[config.mk]
export PLATFORM = sky130hd
export DESIGN_NAME = pfd_digital
export DESIGN_NICKNAME = d
export VERILOG_FILES = /design/src/rtl/pfd_digital.sv
export SDC_FILE = /design/constraint.sdc
export NUM_CORES = 1
export LEC_CHECK = 0
export ABC_AREA = 0
export CORE_ASPECT_RATIO = 0.5
export CORE_UTILIZATION = 49
export CTS_BUF_LIST = sky130_fd_sc_hd__clkbuf_4
export CTS_CLUSTER_SIZE = 30
export DETAILED_ROUTE_END_ITERATION = 12
export PLACE_DENSITY = 0.7
export SLEW_MARGIN = 20
export SYNTH_ARGS = -nofsm -noshare
export SYNTH_HDL_FRONTEND = slang
export SYNTH_SLANG_ARGS = --single-unit
[constraint.sdc]
create_clock -name clk -period 4.55 [get_ports clk]
set_clock_uncertainty 0.2 [all_clocks]
set_input_delay 0.455 -clock clk [delete_from_list [all_inputs] [get_ports clk]]
set_output_delay 0.455 -clock clk [all_outputs]
set_load 0.005 [all_outputs]
[src/rtl/pfd_digital.sv]
// rtl/pfd_digital.sv - clocked tri-state phase-frequency detector with anti-dead-zone overlap, pulse-width and lock reporting (optional PFD_TIMEOUT_EN)
module pfd_digital #(
    parameter int SYNC_STAGES = 2,
    parameter int PW_W        = 8,
    parameter int MIN_PW      = 2,
    parameter int MAX_PW      = 255,
    parameter int LOCK_TOL    = 1,
    parameter int LOCK_CNT    = 16
) (
    input  logic            clk,
    input  logic            rst_n,
    input  logic            en,
    input  logic            ref_in,
    input  logic            fb_in,
    output logic            upbar,
    output logic            down,
    output logic            lock,
    output logic [PW_W-1:0] pw_last,
    output logic            dir_last,
    output logic            timeout
);

    localparam int HOLD_W = $clog2(MIN_PW + 1);
    localparam int LCK_W  = $clog2(LOCK_CNT + 1);

    localparam logic [PW_W-1:0]   MAX_PW_V   = PW_W'(MAX_PW);
    localparam logic [PW_W-1:0]   LOCK_TOL_V = PW_W'(LOCK_TOL);
    localparam logic [PW_W-1:0]   PW_ONE     = PW_W'(1);
    localparam logic [HOLD_W-1:0] HOLD_MIN   = HOLD_W'(MIN_PW);
    localparam logic [HOLD_W-1:0] HOLD_ONE   = HOLD_W'(1);
    localparam logic [LCK_W-1:0]  LOCK_CNT_V = LCK_W'(LOCK_CNT);

    typedef enum logic [1:0] {
        S_IDLE = 2'd0,
        S_UP   = 2'd1,
        S_DN   = 2'd2,
        S_BOTH = 2'd3
    } state_t;

    logic [SYNC_STAGES-1:0] ref_sync_q;
    logic [SYNC_STAGES-1:0] fb_sync_q;
    logic                   ref_prev_q;
    logic                   fb_prev_q;
    logic                   ref_rise;
    logic                   fb_rise;

    state_t                 state_q, state_d;
    logic [PW_W-1:0]        cnt_q, cnt_d;
    logic [HOLD_W-1:0]      hold_q, hold_d;
    logic [LCK_W-1:0]       lock_cnt_q, lock_cnt_d;
    logic [LCK_W-1:0]       lock_cnt_inc;
    logic                   lock_q, lock_d;
    logic [PW_W-1:0]        pw_last_q, pw_last_d;
    logic                   dir_last_q, dir_last_d;
    logic                   timeout_q, timeout_d;
    logic                   upbar_q, down_q;
    logic                   enter_both;
    logic [PW_W-1:0]        pw_new;
    logic                   dir_new;
    logic                   to_hit;

    // Input synchronizers and edge history; they keep running while disabled
    // so that re-enabling never produces a stale rise event.
    always_ff @(posedge clk or negedge rst_n) begin
        if (!rst_n) begin
            ref_sync_q <= '0;
            fb_sync_q  <= '0;
            ref_prev_q <= 1'b0;
            fb_prev_q  <= 1'b0;
        end else begin
            ref_sync_q <= {ref_sync_q[SYNC_STAGES-2:0], ref_in};
            fb_sync_q  <= {fb_sync_q[SYNC_STAGES-2:0], fb_in};
            ref_prev_q <= ref_sync_q[SYNC_STAGES-1];
            fb_prev_q  <= fb_sync_q[SYNC_STAGES-1];
        end
    end

    assign ref_rise = ref_sync_q[SYNC_STAGES-1] & ~ref_prev_q;
    assign fb_rise  = fb_sync_q[SYNC_STAGES-1] & ~fb_prev_q;

`ifdef PFD_TIMEOUT_EN
    assign to_hit = (cnt_q == MAX_PW_V);
`else
    assign to_hit = 1'b0;
`endif

    assign lock_cnt_inc = (lock_cnt_q == LOCK_CNT_V) ? lock_cnt_q : lock_cnt_q + 1'b1;

    // Next-state logic: detector FSM, pulse-width counter, capture and lock update.
    always_comb begin
        state_d    = state_q;
        cnt_d      = cnt_q;
        hold_d     = hold_q;
        lock_cnt_d = lock_cnt_q;
        lock_d     = lock_q;
        pw_last_d  = pw_last_q;
        dir_last_d = dir_last_q;
        timeout_d  = 1'b0;
        enter_both = 1'b0;
        pw_new     = '0;
        dir_new    = 1'b0;

        if (!en) begin
            state_d    = S_IDLE;
            cnt_d      = '0;
            hold_d     = '0;
            lock_cnt_d = '0;
            lock_d     = 1'b0;
        end else begin
            case (state_q)
                S_IDLE: begin
                    if (ref_rise && fb_rise) begin
                        state_d    = S_BOTH;
                        enter_both = 1'b1;
                    end else if (ref_rise) begin
                        state_d = S_UP;
                        cnt_d   = PW_ONE;
                    end else if (fb_rise) begin
                        state_d = S_DN;
                        cnt_d   = PW_ONE;
                    end
                end
                S_UP, S_DN: begin
                    if (to_hit) begin
                        // Opposite edge never arrived: abandon the pulse without overlap.
                        state_d    = S_IDLE;
                        timeout_d  = 1'b1;
                        pw_last_d  = MAX_PW_V;
                        dir_last_d = (state_q == S_UP);
                        cnt_d      = '0;
                        lock_cnt_d = '0;
                        lock_d     = 1'b0;
                    end else if ((state_q == S_UP) ? fb_rise : ref_rise) begin
                        state_d    = S_BOTH;
                        enter_both = 1'b1;
                        pw_new     = cnt_q;
                        dir_new    = (state_q == S_UP);
                    end else if (cnt_q != MAX_PW_V) begin
                        cnt_d = cnt_q + 1'b1;
                    end
                end
                default: begin
                    if (hold_q >= HOLD_MIN) begin
                        state_d = S_IDLE;
                        hold_d  = '0;
                    end else begin
                        hold_d = hold_q + 1'b1;
                    end
                end
            endcase

            if (enter_both) begin
                hold_d     = HOLD_ONE;
                cnt_d      = '0;
                pw_last_d  = pw_new;
                dir_last_d = dir_new;
                if (pw_new <= LOCK_TOL_V) begin
                    lock_cnt_d = lock_cnt_inc;
                    lock_d     = (lock_cnt_inc == LOCK_CNT_V);
                end else begin
                    lock_cnt_d = '0;
                    lock_d     = 1'b0;
                end
            end
        end
    end

    // State and output registers; upbar/down come straight from flops to keep the charge pump glitch-free.
    always_ff @(posedge clk or negedge rst_n) begin
        if (!rst_n) begin
            state_q    <= S_IDLE;
            cnt_q      <= '0;
            hold_q     <= '0;
            lock_cnt_q <= '0;
            lock_q     <= 1'b0;
            pw_last_q  <= '0;
            dir_last_q <= 1'b0;
            timeout_q  <= 1'b0;
            upbar_q    <= 1'b1;
            down_q     <= 1'b0;
        end else begin
            state_q    <= state_d;
            cnt_q      <= cnt_d;
            hold_q     <= hold_d;
            lock_cnt_q <= lock_cnt_d;
            lock_q     <= lock_d;
            pw_last_q  <= pw_last_d;
            dir_last_q <= dir_last_d;
            timeout_q  <= timeout_d;
            upbar_q    <= ~((state_d == S_UP) || (state_d == S_BOTH));
            down_q     <= (state_d == S_DN) || (state_d == S_BOTH);
        end
    end

    assign upbar    = upbar_q;
    assign down     = down_q;
    assign lock     = lock_q;
    assign pw_last  = pw_last_q;
    assign dir_last = dir_last_q;
    assign timeout  = timeout_q;

endmodule

After elaboration in Yosys (flattened, before gate mapping)
Cells that the tools add are included.
{"block": "totals", "reg_bits": 35, "in_bits": 5, "out_inout_bits": 13, "elab_cells": 82}
{"block": "op_classes", "addsub": 3, "magnitude_cmp": 2, "eq_ne": 15, "n_mux": 36, "n_bitwise": 5, "reduce_logical": 8}
{"op": "2-to-1 mux 8 bit", "count": 10}
{"op": "2-to-1 mux 2 bit", "count": 10}
{"op": "2-to-1 mux 5 bit", "count": 4}
{"op": "case mux 8 bit (2 select lines)", "count": 1}
{"op": "inequality test 4 bit, second input constant", "count": 3}
{"op": "equality test 5 bit, second input constant", "count": 2}
{"op": "2-to-1 mux 1 bit", "count": 9}
{"op": "adder 8 x 1 -> 8 bit, second input constant", "count": 1}
{"op": "<= comparator 8 x 1 -> 1 bit, second input constant", "count": 1}
{"op": "inequality test 8 bit, second input constant", "count": 1}
{"op": "equality test 2 bit, second input constant", "count": 3}
{"op": "adder 5 x 1 -> 5 bit, second input constant", "count": 1}
{"op": "inequality test 5 bit, second input constant", "count": 1}
{"op": "AND reduction 5 bit", "count": 1}
{"op": "equality test 2 x 1 -> 1 bit, second input constant", "count": 2}
{"op": "inequality test 4 x 1 -> 1 bit, second input constant", "count": 1}
{"op": "case mux 2 bit (2 select lines)", "count": 1}
{"op": "inequality test 3 x 2 -> 1 bit, second input constant", "count": 1}
{"op": "inverter 1 bit", "count": 3}
{"op": "OR reduction 3 bit", "count": 1}
{"op": "adder 2 x 1 -> 2 bit, second input constant", "count": 1}
{"op": "AND 1 bit", "count": 2}
{"op": "greater-or-equal comparator 2 bit, second input constant", "count": 1}
{"op": "zero test 2 bit", "count": 1}
{"op": "other kinds (6)", "count": 7}

Logic depth before layout (Yosys ltp)
Gate-level depths: netlist of run 1.
{"block": "logic_depth", "ltp_word": 10, "depth_mapped": 8, "depth_no_buf": 6}

Worst setup path after synthesis of run 1
No wires, ideal clock.
{"block": "synth_timing", "path_type": "register -> register", "startpoint": "register state_q[0]", "endpoint": "register dir_last_q (netlist: dir_last)", "setup_time_ns": 0.128, "arrival_time_ns": 1.824, "required_time_ns": 4.222, "setup_slack_ns": 2.398, "path_stages_with_launch": 9, "n_path_buf": 2, "period_less_slack_ns": 2.152, "cell_sequence": "dfrtp_1 inv_1 ha_1 buf_2 nand4bb_1 o211a_2 nand2b_1 buf_2 mux2_1"}
{"block": "synth_between", "elab_chain_len": 6, "elab_cells_between_ends": 11, "cone_classes": "eq/ne: 2; mux: 6; reduce/logical: 3"}
{"item": "start, declared", "line": "47", "source": "state_t state_q, state_d;"}
{"item": "start signal, assigned", "line": "182", "source": "state_q <= state_d;"}
{"item": "equality test 2 x 1 -> 1 bit", "line": "110, 133, 137"}
{"item": "2-to-1 mux 1 bit (2 in series)", "line": "133", "source": "end else if ((state_q == S_UP) ? fb_rise : ref_rise) begin"}
{"item": "case mux 1 bit (2 select lines)", "line": "110", "source": "case (state_q)"}
{"item": "2-to-1 mux 1 bit", "line": "103", "source": "if (!en) begin"}
{"item": "AND reduction 2 bit (no source line)"}
{"item": "end signal, assigned", "line": "188", "source": "dir_last_q <= dir_last_d;"}
{"item": "end, declared", "line": "54", "source": "logic dir_last_q, dir_last_d;"}
Parallel ways exist; a longest one is shown, timed or not. The select of a mux whose other input is x is not followed.
A chain may end at the register's enable or synchronous reset.

Final worst setup path of run 1
Ends and elaborated chain as after synthesis.

==> impl_results.md, run 1 <==
* Syn Nets at 200
* Clk slew on worst S/H paths at 120 ps
* # setup viols final at 0
* Reg2reg start: state_q[0]
* Peak supply drop at between 0.2 and 0.25 mV
* CP Max Fanout at 16
* H-Tree Level Count at 2
* Die Height at 45.6 um
* Clock power share at 25.3%
* Area Growth Syn to Fin at 13.6%
* Setup bufs post-CTS at 0
* Worst path required time at 4600 ps
* PortBufs at 16
* Initial antenna violation count at 0
* Vias in the first global route at 1379
* Hold WS at roughly 160 ps
* IO Count at 18
* DRT Wirelength at slightly below 4 mm
* Initial core utilization at 52.8%
* Switching share of power at 30.3%
* Unrepaired setup endpoints after global routing: no
* Post-route ant nets at 0
* Skew-Pair Late Insertion Delay at 350 ps
* Top post-synthesis cells by area: dfrtp_1, ha_1, o21ai_0
* Most common cell in the netlist: dfrtp_1
* Cell taking the most area after synthesis: dfrtp_1
* Root Driver: clkbuf_4
* First-pass GRT wire length at 6.65 mm
* Final core area utilization at between 50% and 60%
* Post-synth ARST share at 100%
* Total negative slack at 0 ps
* Site Rows at 15
* Placed cell area at between 0.002 and 0.0025 mm2
* Fin nets at about 220
* Power per Cell Area at 310 mW/mm2
* WP data arrival at 2690 ps
* Syn avg cell area at 9.85 um2
* Hold Path End: fb_sync_q[1]
* Netlist cell types at 52
* Hold Vio Cnt, Final at 0
* Post-synth top cells: dfrtp_1, nand2_1, o21ai_0
* Startpoint types: register
* Die W at a little under 90 um
* Gate power share at roughly 21%
* CTS Hold Bufs at 0
* Power Total at 0.000656 W
* Worst slew pin tran at 709 ps
* Core Region at 0.00353 mm2
* CTS Buf Count at 5
* All-Layer GR Usage at 22.4%
* Design Area, Final at 0.00211 mm2
* Crit Path Category: register to register
* Post-synth EDFFs at 0
* Leak at 0.889 nW
* Flop pwr share at between 50% and 60%
* Status: completed
* Final Cycle Share at 58.1%
* RePlAce Congestion at 0.812
* Total of max-cap violations at 0
* GR Overflow Total at 0
* Vias after detailed routing at 1486
* CTS tree: yes
* Sequential area share after synthesis at 47.1%
* Wire per inst at around 15 um
* Setup crit end kind: register
* Crit path time final at ~2600 ps
* Post-cts resize count at 0
* R2R setup slack at 1910 ps
* WHS Path Cells at 0
* Clk sinks at 35
* Pint at between 0.0004 and 0.0005 W
* FF-to-FF End: dir_last
* Largest net degree at the start of global routing at 36
* Max Slew Vio Count at 0
* First drt pass iteration count at 4
* 1st-iter DRT viols at 101
* Worst hold path class: register to register
* Synth Cell Area at 0.00186 mm2
* DR vias/cell at 5.80
* Top FF cell, synth: dfrtp_1
* Seq cells post-synth at 35
* P_sw at 0.000199 W
* Post-Syn Instances at approximately 190
* Residual DRC count at 0
* R2R cell count at 6
* Hold_sp: fb_sync_q[0]
* F_max at roughly 380 MHz
* HPWL after DPL at 2.71 mm
* Synth top area share at a little under half
* Relative slew margins at between 50% and 60%
* Layout cells sized above 1 at 8.29%
* Yosys Warn Count at 0
* Die area at approximately 0.004 mm2
* N_diodes at 0
* Clock Tree Buf Depth at 2
[state kept, by name (all words and copies together), names as in the netlist]
name and flops:
cnt_q 8, dir_last 1, down 1, fb_prev_q 1, fb_sync_q 2, hold_q 2
lock 1, lock_cnt_q 5, pw_last 8, ref_prev_q 1, ref_sync_q 2, state_q 2
upbar 1
[cell usage in the layout, fill, tap and decap left out, types with 3 or more instances in the layout]
cell and instances:
a21oi_1 6, and3_1 5, clkbuf_4 5, clkdlybuf4s50_1 16
dfrtp_1 34, ha_1 6, inv_1 10, nand2_1 12
nand2b_1 5, nand3_1 6, nand3b_1 4, nor2_1 10
nor2b_1 3, nor3_1 5, o211ai_1 4, o21ai_0 12
o21ai_1 9, o22ai_1 4, o32ai_1 3, or4_1 3
xnor2_1 3
[critical path, cell delays in order (launching register included)]
cell	delay, ps
dfrtp_1	440
inv_1	90
ha_1	400
nand4bb_1	250
o211a_2	430
nand2b_1	380
mux2_1	360
[metrics by stage]
stage / instances / setup slack [ps]
finish: 256 / 1910
global route: 256 / 1770
CTS: 256 / 1920
detailed placement: 248 / 1610
global placement: 248 / 1720
floorplan: 189 / 2400
[area by class of cell]
cell class | count | area [um2]
clock inverter | 3 | 15.0
sequential | 35 | 877
timing repair buffer | 17 | 168
fill | 312 | 1410
inverter | 11 | 41.3
clock buffer | 5 | 37.5
multi-input combinational | 134 | 912
tap | 51 | 63.8
[cell families (layout without fill, tap and decap cells)]
kind of cell | Yosys count | after routing | share of synthesized area, %
AOI/OAI and AO/OA | 55 | 55 | 20.4
xor gates and xnor gates | 3 | 3 | 1.41
adders and majority gates | 6 | 6 | 4.03
buffers and inverters | 20 | 36 | 4.50
DFF | 35 | 35 | 47.1
muxes | 3 | 3 | 1.75
other | 1 | 1 | 0.201
and+or+nand+nor | 66 | 66 | 20.6
[worst max path at each step]
stage                          start  endpoint  cells past startpoint
final                     state_q[0]  dir_last                      6
after CTS                 state_q[0]  dir_last                      6
after global placement            en  cnt_q[3]                      5
after floorplan           state_q[0]  dir_last                      8
after detailed placement          en  cnt_q[2]                      5
after global routing      state_q[0]  dir_last                      6
[metal layers]
metal	vias up	track usage (%)	wire, um
met5	-	0	0
met4	0	7.62	31
met3	4	5.62	185
met2	41	32.5	1680
met1	716	32.6	2040
li1	725	-	-
[power groups by stage]
stage | Clock, W | Sequential (W) | Combinational, W
2_1_floorplan | 0 | 0.000358 | 0.0000774
3_3_place_gp | 0 | 0.000359 | 0.000130
3_5_place_dp | 0 | 0.000361 | 0.000134
4_1_cts | 0.000168 | 0.000354 | 0.000134
5_1_grt | 0.000183 | 0.000359 | 0.000152
6_report | 0.000166 | 0.000355 | 0.000136
(Power assumes the default switching activity.)
==> inputs of run 2 (changes only) <==
--- a/config.mk
+++ b/config.mk
@@ -11,7 +11,7 @@
 export CTS_BUF_LIST = sky130_fd_sc_hd__clkbuf_4
 export CTS_CLUSTER_SIZE = 30
 export DETAILED_ROUTE_END_ITERATION = 12
-export PLACE_DENSITY = 0.7
+export PLACE_DENSITY = 0.73
 export SLEW_MARGIN = 20
 export SYNTH_ARGS = -nofsm -noshare
 export SYNTH_HDL_FRONTEND = slang
==> constraint.sdc (replaced) <==
create_clock -name clk -period 2.1 [get_ports clk]
set_clock_uncertainty 0.2 [all_clocks]
set_input_delay 0.21 -clock clk [delete_from_list [all_inputs] [get_ports clk]]
set_output_delay 0.21 -clock clk [all_outputs]
set_load 0.005 [all_outputs]
==> impl_results.md, run 2 (synthesis gave the netlist of run 1 again) <==
* Status: completed (unchanged)
* Final WS setup at 49.9 ps (was 1910 ps)
* CTS Hold Bufs at 0 (unchanged)
* Startpoint types: register (unchanged)
* Clk slew on worst S/H paths at 120 ps (about the same)
* Post-route ant nets at 0 (unchanged)
* Largest net degree at the start of global routing at 36 (unchanged)
* Final Cycle Share at 97.6% (was 58.1%)
* Initial core utilization at 52.8% (unchanged)
* Max incr delay on CP at 420 ps (was 440 ps)
* F_max at 488 MHz (was 378 MHz)
* WP data arrival at 2070 ps (was 2690 ps)
* Placed instance count at 272 (was 248)
* Die Height at 45.6 um (unchanged)
* Worst path required time at 2120 ps (was 4600 ps)
* IO Count at 18 (unchanged)
* Skew-Pair Late Insertion Delay at 320 ps (was 350 ps)
* N_diodes at 0 (unchanged)
* Root Driver: clkbuf_4 (unchanged)
* Clock Tree Buf Depth at 2 (unchanged)
* CP Cell Sequence: buf_4, ha_4, nand4bb_4, o211a_4, buf_4, or2_2, o221a_1 (was inv_1, ha_1, nand4bb_1, o211a_2, nand2b_1, mux2_1)
* RePlAce Congestion at 0.844 (was 0.812)
* Setup crit end kind: register (unchanged)
* Power Total at 0.00156 W (was 0.000656 W)
* Crit path time final at 2050 ps (was 2640 ps)
* CTS Buf Count at 5 (unchanged)
* Site Rows at 15 (unchanged)
* Fin cells at 287 (was 256)
* Fin nets at 246 (was 215)
* Vias after detailed routing at 1657 (was 1486)
* CP Max Fanout at 7 (was 16)
* Clk sinks at 35 (unchanged)
* Total of max-cap violations at 0 (unchanged)
* DP Worst Slack at -136 ps (was 1610 ps)
* All-Layer GR Usage at 24.0% (was 22.4%)
* Die W at 89.2 um (unchanged)
* Vias in the first global route at 1431 (was 1379)
* Wire per inst at 16.3 um (was 15.4 um)
* Layout cells sized above 1 at 27.5% (was 8.29%)
* Initial antenna violation count at 0 (unchanged)
* HPWL after DPL at 3.20 mm (was 2.71 mm)
* Crit path top cell by count: buf_4
* Crit Path Category: register to register (unchanged)
* Final core area utilization at 69.8% (was 59.9%)
* Residual DRC count at 0 (unchanged)
* Worst hold path class: input port to asynchronous set/reset pin (was register to register)
* # setup viols final at 0 (unchanged)
* Hold Vio Cnt, Final at 0 (unchanged)
* Peak supply drop at 0.369 mV (was 0.200 mV)
* First drt pass iteration count at 4 (unchanged)
* Leak at 1.08 nW (was 0.889 nW)
* WP buf/inv at 2 (was 1)
* CP max stage cell: dfrtp_1 (unchanged)
* First-pass GRT wire length at 7.02 mm (was 6.65 mm)
* DRT Wirelength at 4.69 mm (was 3.93 mm)
* GR Overflow Total at 0 (unchanged)
* PortBufs at 16 (unchanged)
* CTS tree: yes (unchanged)
* Die area at 0.00406 mm2 (unchanged)
* CP delay by family, top: simple AND/OR/NAND/NOR gates (unchanged)
* Core Region at 0.00353 mm2 (unchanged)
* 1st-iter DRT viols at 135 (was 101)
* Most common cell after layout, fill and taps aside: dfrtp_1 (unchanged)
* Power per Cell Area at 634 mW/mm2 (was 310 mW/mm2)
* DR vias/cell at 5.77 (was 5.80)
* Area Growth Syn to Fin at 32.3% (was 13.6%)
* Commonest cells after routing, fill and taps aside: dfrtp_1, buf_4, clkdlybuf4s50_1 (was dfrtp_1, clkdlybuf4s50_1, nand2_1, o21ai_0)
* Unrepaired setup endpoints after global routing: yes (was no)
* H-Tree Level Count at 2 (unchanged)
* Max Slew Vio Count at 0 (unchanged)
## run 2: layout make-up
class	count	area (um2)
fill	290	1070
multi-input combinational	134	1020
sequential	35	877
timing repair buffer	48	405
tap	51	63.8
clock buffer	7	52.6
inverter	11	41.3
clock inverter	1	5.00
## run 2: worst paths after layout
path                                from            end  slack (ps)  cells after the start
setup reg to reg              state_q[0]       cnt_q[6]          50                      7
hold / removal                     rst_n     pw_last[0]          80                      2
max in group asynchronous          rst_n          upbar        1290                      2
hold reg to reg            ref_sync_q[0]  ref_sync_q[1]         170                      0
setup / recovery              state_q[0]       cnt_q[6]          50                      7
min in group clk                   fb_in   fb_sync_q[0]         110                      1
## run 2: per-stage QoR
stage | instance area (um2) | setup TNS (ps) | hold slack (ps)
finish | 2460 | 0 | 83.4
floorplan | 1900 | 0 | -286
global route | 2460 | -78.5 | 103
global placement | 2250 | -186 | 132
CTS | 2370 | 0 | 93.6
detailed placement | 2250 | -924 | 146
## run 2: timing repair
item                       CTS  global route
setup endpoints to repair   13            22
resized for setup            5            18
pin swaps                    2             2
cloned                       0             1
buffers inserted             4             2
hold endpoints to repair     0             0
## run 2: routing by layer
layer	share of wire [%]	up-vias	track usage, %	routed length, um
li1	-	791	-	-
met1	48	800	34.9	2240
met2	46	62	37.3	2150
met3	5.8	4	5.07	271
met4	0.62	0	5.71	29
met5	0	-	0	0
## run 2: power breakdown
part	leakage [nW]	switching, W	internal [W]	total, W
sequential	0.463	0.0000346	0.000728	0.000763
combinational	0.582	0.000204	0.000219	0.000422
clock	0.0361	0.000219	0.000156	0.000375
total	1.08	0.000457	0.00110	0.00156
==> inputs of run 3 (changes only) <==
--- a/config.mk
+++ b/config.mk
@@ -7,6 +7,7 @@
 export LEC_CHECK = 0
 export ABC_AREA = 0
 export CORE_ASPECT_RATIO = 0.5
+export CORE_MARGIN = 4
 export CORE_UTILIZATION = 49
 export CTS_BUF_LIST = sky130_fd_sc_hd__clkbuf_4
 export CTS_CLUSTER_SIZE = 30
==> impl_results.md, run 3 (synthesis gave the netlist of run 1 again) <==
* Hold Vio Cnt, Final at 0 (unchanged)
* Initial antenna violation count at 0 (unchanged)
* CP max stage cell: dfrtp_1 (unchanged)
* CTS Hold Bufs at 0 (unchanged)
* Startpoint types: register (unchanged)
* Largest net degree at the start of global routing at 36 (unchanged)
* Vias after detailed routing at 1577 (was 1657)
* IO Count at 18 (unchanged)
* Wire per inst at 16.0 um (was 16.3 um)
* Final Cycle Share at 100% (was 97.6%)
* Clk sinks at 35 (unchanged)
* CP delay by family, top: compound AO/OA/AOI/OAI gates (was simple AND/OR/NAND/NOR gates)
* Setup crit end kind: register (unchanged)
* CTS Buf Count at 5 (unchanged)
* Fin nets at 240 (was 246)
* Worst path required time at 2110 ps (was 2120 ps)
* Most common cell after layout, fill and taps aside: dfrtp_1 (unchanged)
* Crit path top cell by count: buf_4 (unchanged)
* Commonest cells after routing, fill and taps aside: dfrtp_1, buf_4, clkdlybuf4s50_1 (unchanged)
* Total of max-cap violations at 0 (unchanged)
* Final WS setup at -10.0 ps (was 49.9 ps)
* Crit Path Category: register to register (unchanged)
* RePlAce Congestion at 0.887 (was 0.844)
* Clock Tree Buf Depth at 2 (unchanged)
* DRT Wirelength at 4.49 mm (was 4.69 mm)
* Status: finished with violations (was completed)
* Die W at 95.2 um (was 89.2 um)
* Initial core utilization at 52.5% (was 52.8%)
* HPWL after DPL at 3.11 mm (was 3.20 mm)
* WP data arrival at 2120 ps (was 2070 ps)
* N_diodes at 0 (unchanged)
* Residual DRC count at 0 (unchanged)
* Clk slew on worst S/H paths at 110 ps (was 120 ps)
* Failing checks: setup timing
* Max incr delay on CP at 400 ps (was 420 ps)
* WP buf/inv at 2 (unchanged)
* Peak supply drop at 0.346 mV (was 0.369 mV)
* PortBufs at 16 (unchanged)
* Fin cells at 281 (was 287)
* Root Driver: clkbuf_4 (unchanged)
* Placed instance count at 270 (was 272)
* Crit path time final at 2110 ps (was 2050 ps)
* Layout cells sized above 1 at 23.0% (was 27.5%)
* Total negative slack at -10.0 ps (was 0 ps)
* F_max at 474 MHz (was 488 MHz)
* # setup viols final at 1 (was 0)
* Max Slew Vio Count at 0 (unchanged)
* First drt pass iteration count at 5 (was 4)
* Die Height at 51.6 um (was 45.6 um)
* Area Growth Syn to Fin at 27.5% (was 32.3%)
* All-Layer GR Usage at 19.5% (was 24.0%)
* First-pass GRT wire length at 7.36 mm (was 7.02 mm)
* Die area at 0.00491 mm2 (was 0.00406 mm2)
* Post-route ant nets at 0 (unchanged)
* H-Tree Level Count at 2 (unchanged)
* CP Max Fanout at 10 (was 7)
* Vias in the first global route at 1537 (was 1431)
* Leak at 1.05 nW (was 1.08 nW)
* Site Rows at 15 (unchanged)
* DR vias/cell at 5.61 (was 5.77)
* 1st-iter DRT viols at 109 (was 135)
* Skew-Pair Late Insertion Delay at 330 ps (was 320 ps)
* GR Overflow Total at 0 (unchanged)
* Power per Cell Area at 637 mW/mm2 (was 634 mW/mm2)
* CTS tree: yes (unchanged)
* Core Region at 0.00355 mm2 (was 0.00353 mm2)
* CP Cell Sequence: buf_4, ha_1, nand4bb_4, o211a_4, buf_4, o21ai_0, o32ai_2 (was buf_4, ha_4, nand4bb_4, o211a_4, buf_4, or2_2, o221a_1)
* Worst hold path class: input port to asynchronous set/reset pin (unchanged)
==> run 3: worst paths after layout <==
kind	depth (start not counted)	slack [ps]	startpoint	end
max in group asynchronous	2	1270	rst_n	upbar
worst max-delay path	7	-10	state_q[0]	cnt_q[2]
worst min-delay path	2	90	rst_n	dir_last
min in group clk	1	120	ref_in	ref_sync_q[0]
worst min register to register	0	160	fb_sync_q[0]	fb_sync_q[1]
worst max register to register	7	-10	state_q[0]	cnt_q[2]
==> run 3: final cells by class <==
| cell class | instances | area [um2] |
|---|---|---|
| flip-flops and latches | 35 | 877 |
| multi-input cells | 134 | 982 |
| inverters | 11 | 41.3 |
| fillers | 262 | 1170 |
| well taps | 51 | 63.8 |
| clock inverters | 2 | 8.76 |
| repair buffers | 42 | 355 |
| clock buffers | 6 | 45.0 |
==> run 3: per-stage QoR <==
step / power (W) / cell area, um2 / util, % / setup slack, ps / hold slack, ps
global route: 0.00161 / 2370 / 66.9 / -138 / 101
detailed placement: 0.00113 / 2240 / 63.1 / 9.13 / 139
finish: 0.00151 / 2370 / 66.9 / -10.0 / 91.4
floorplan: 0.000960 / 1900 / - / 0.915 / -286
global placement: 0.00112 / 2240 / 63.1 / 49.2 / 133
CTS: 0.00149 / 2290 / 64.7 / 9.04 / 88.5
==> run 3: routing by layer <==
metal  global-route usage [%]  up-vias  wire length (um)
li1                         -      778                 -
met1                     28.2      752              2230
met2                     29.0       41              2000
met3                     4.62        6               198
met4                     5.98        0                65
met5                        0        -                 0
==> run 3: report_power, final <==
group	leakage (nW)	switching (W)	internal, W
Combinational	0.554	0.000193	0.000204
Sequential	0.463	0.0000305	0.000728
Clock	0.0331	0.000217	0.000139
==> run 3: timing repair <==
item,4_1_cts,5_1_grt
buffers inserted,0,3
gates resized for setup,0,13
setup endpoints to repair,0,14
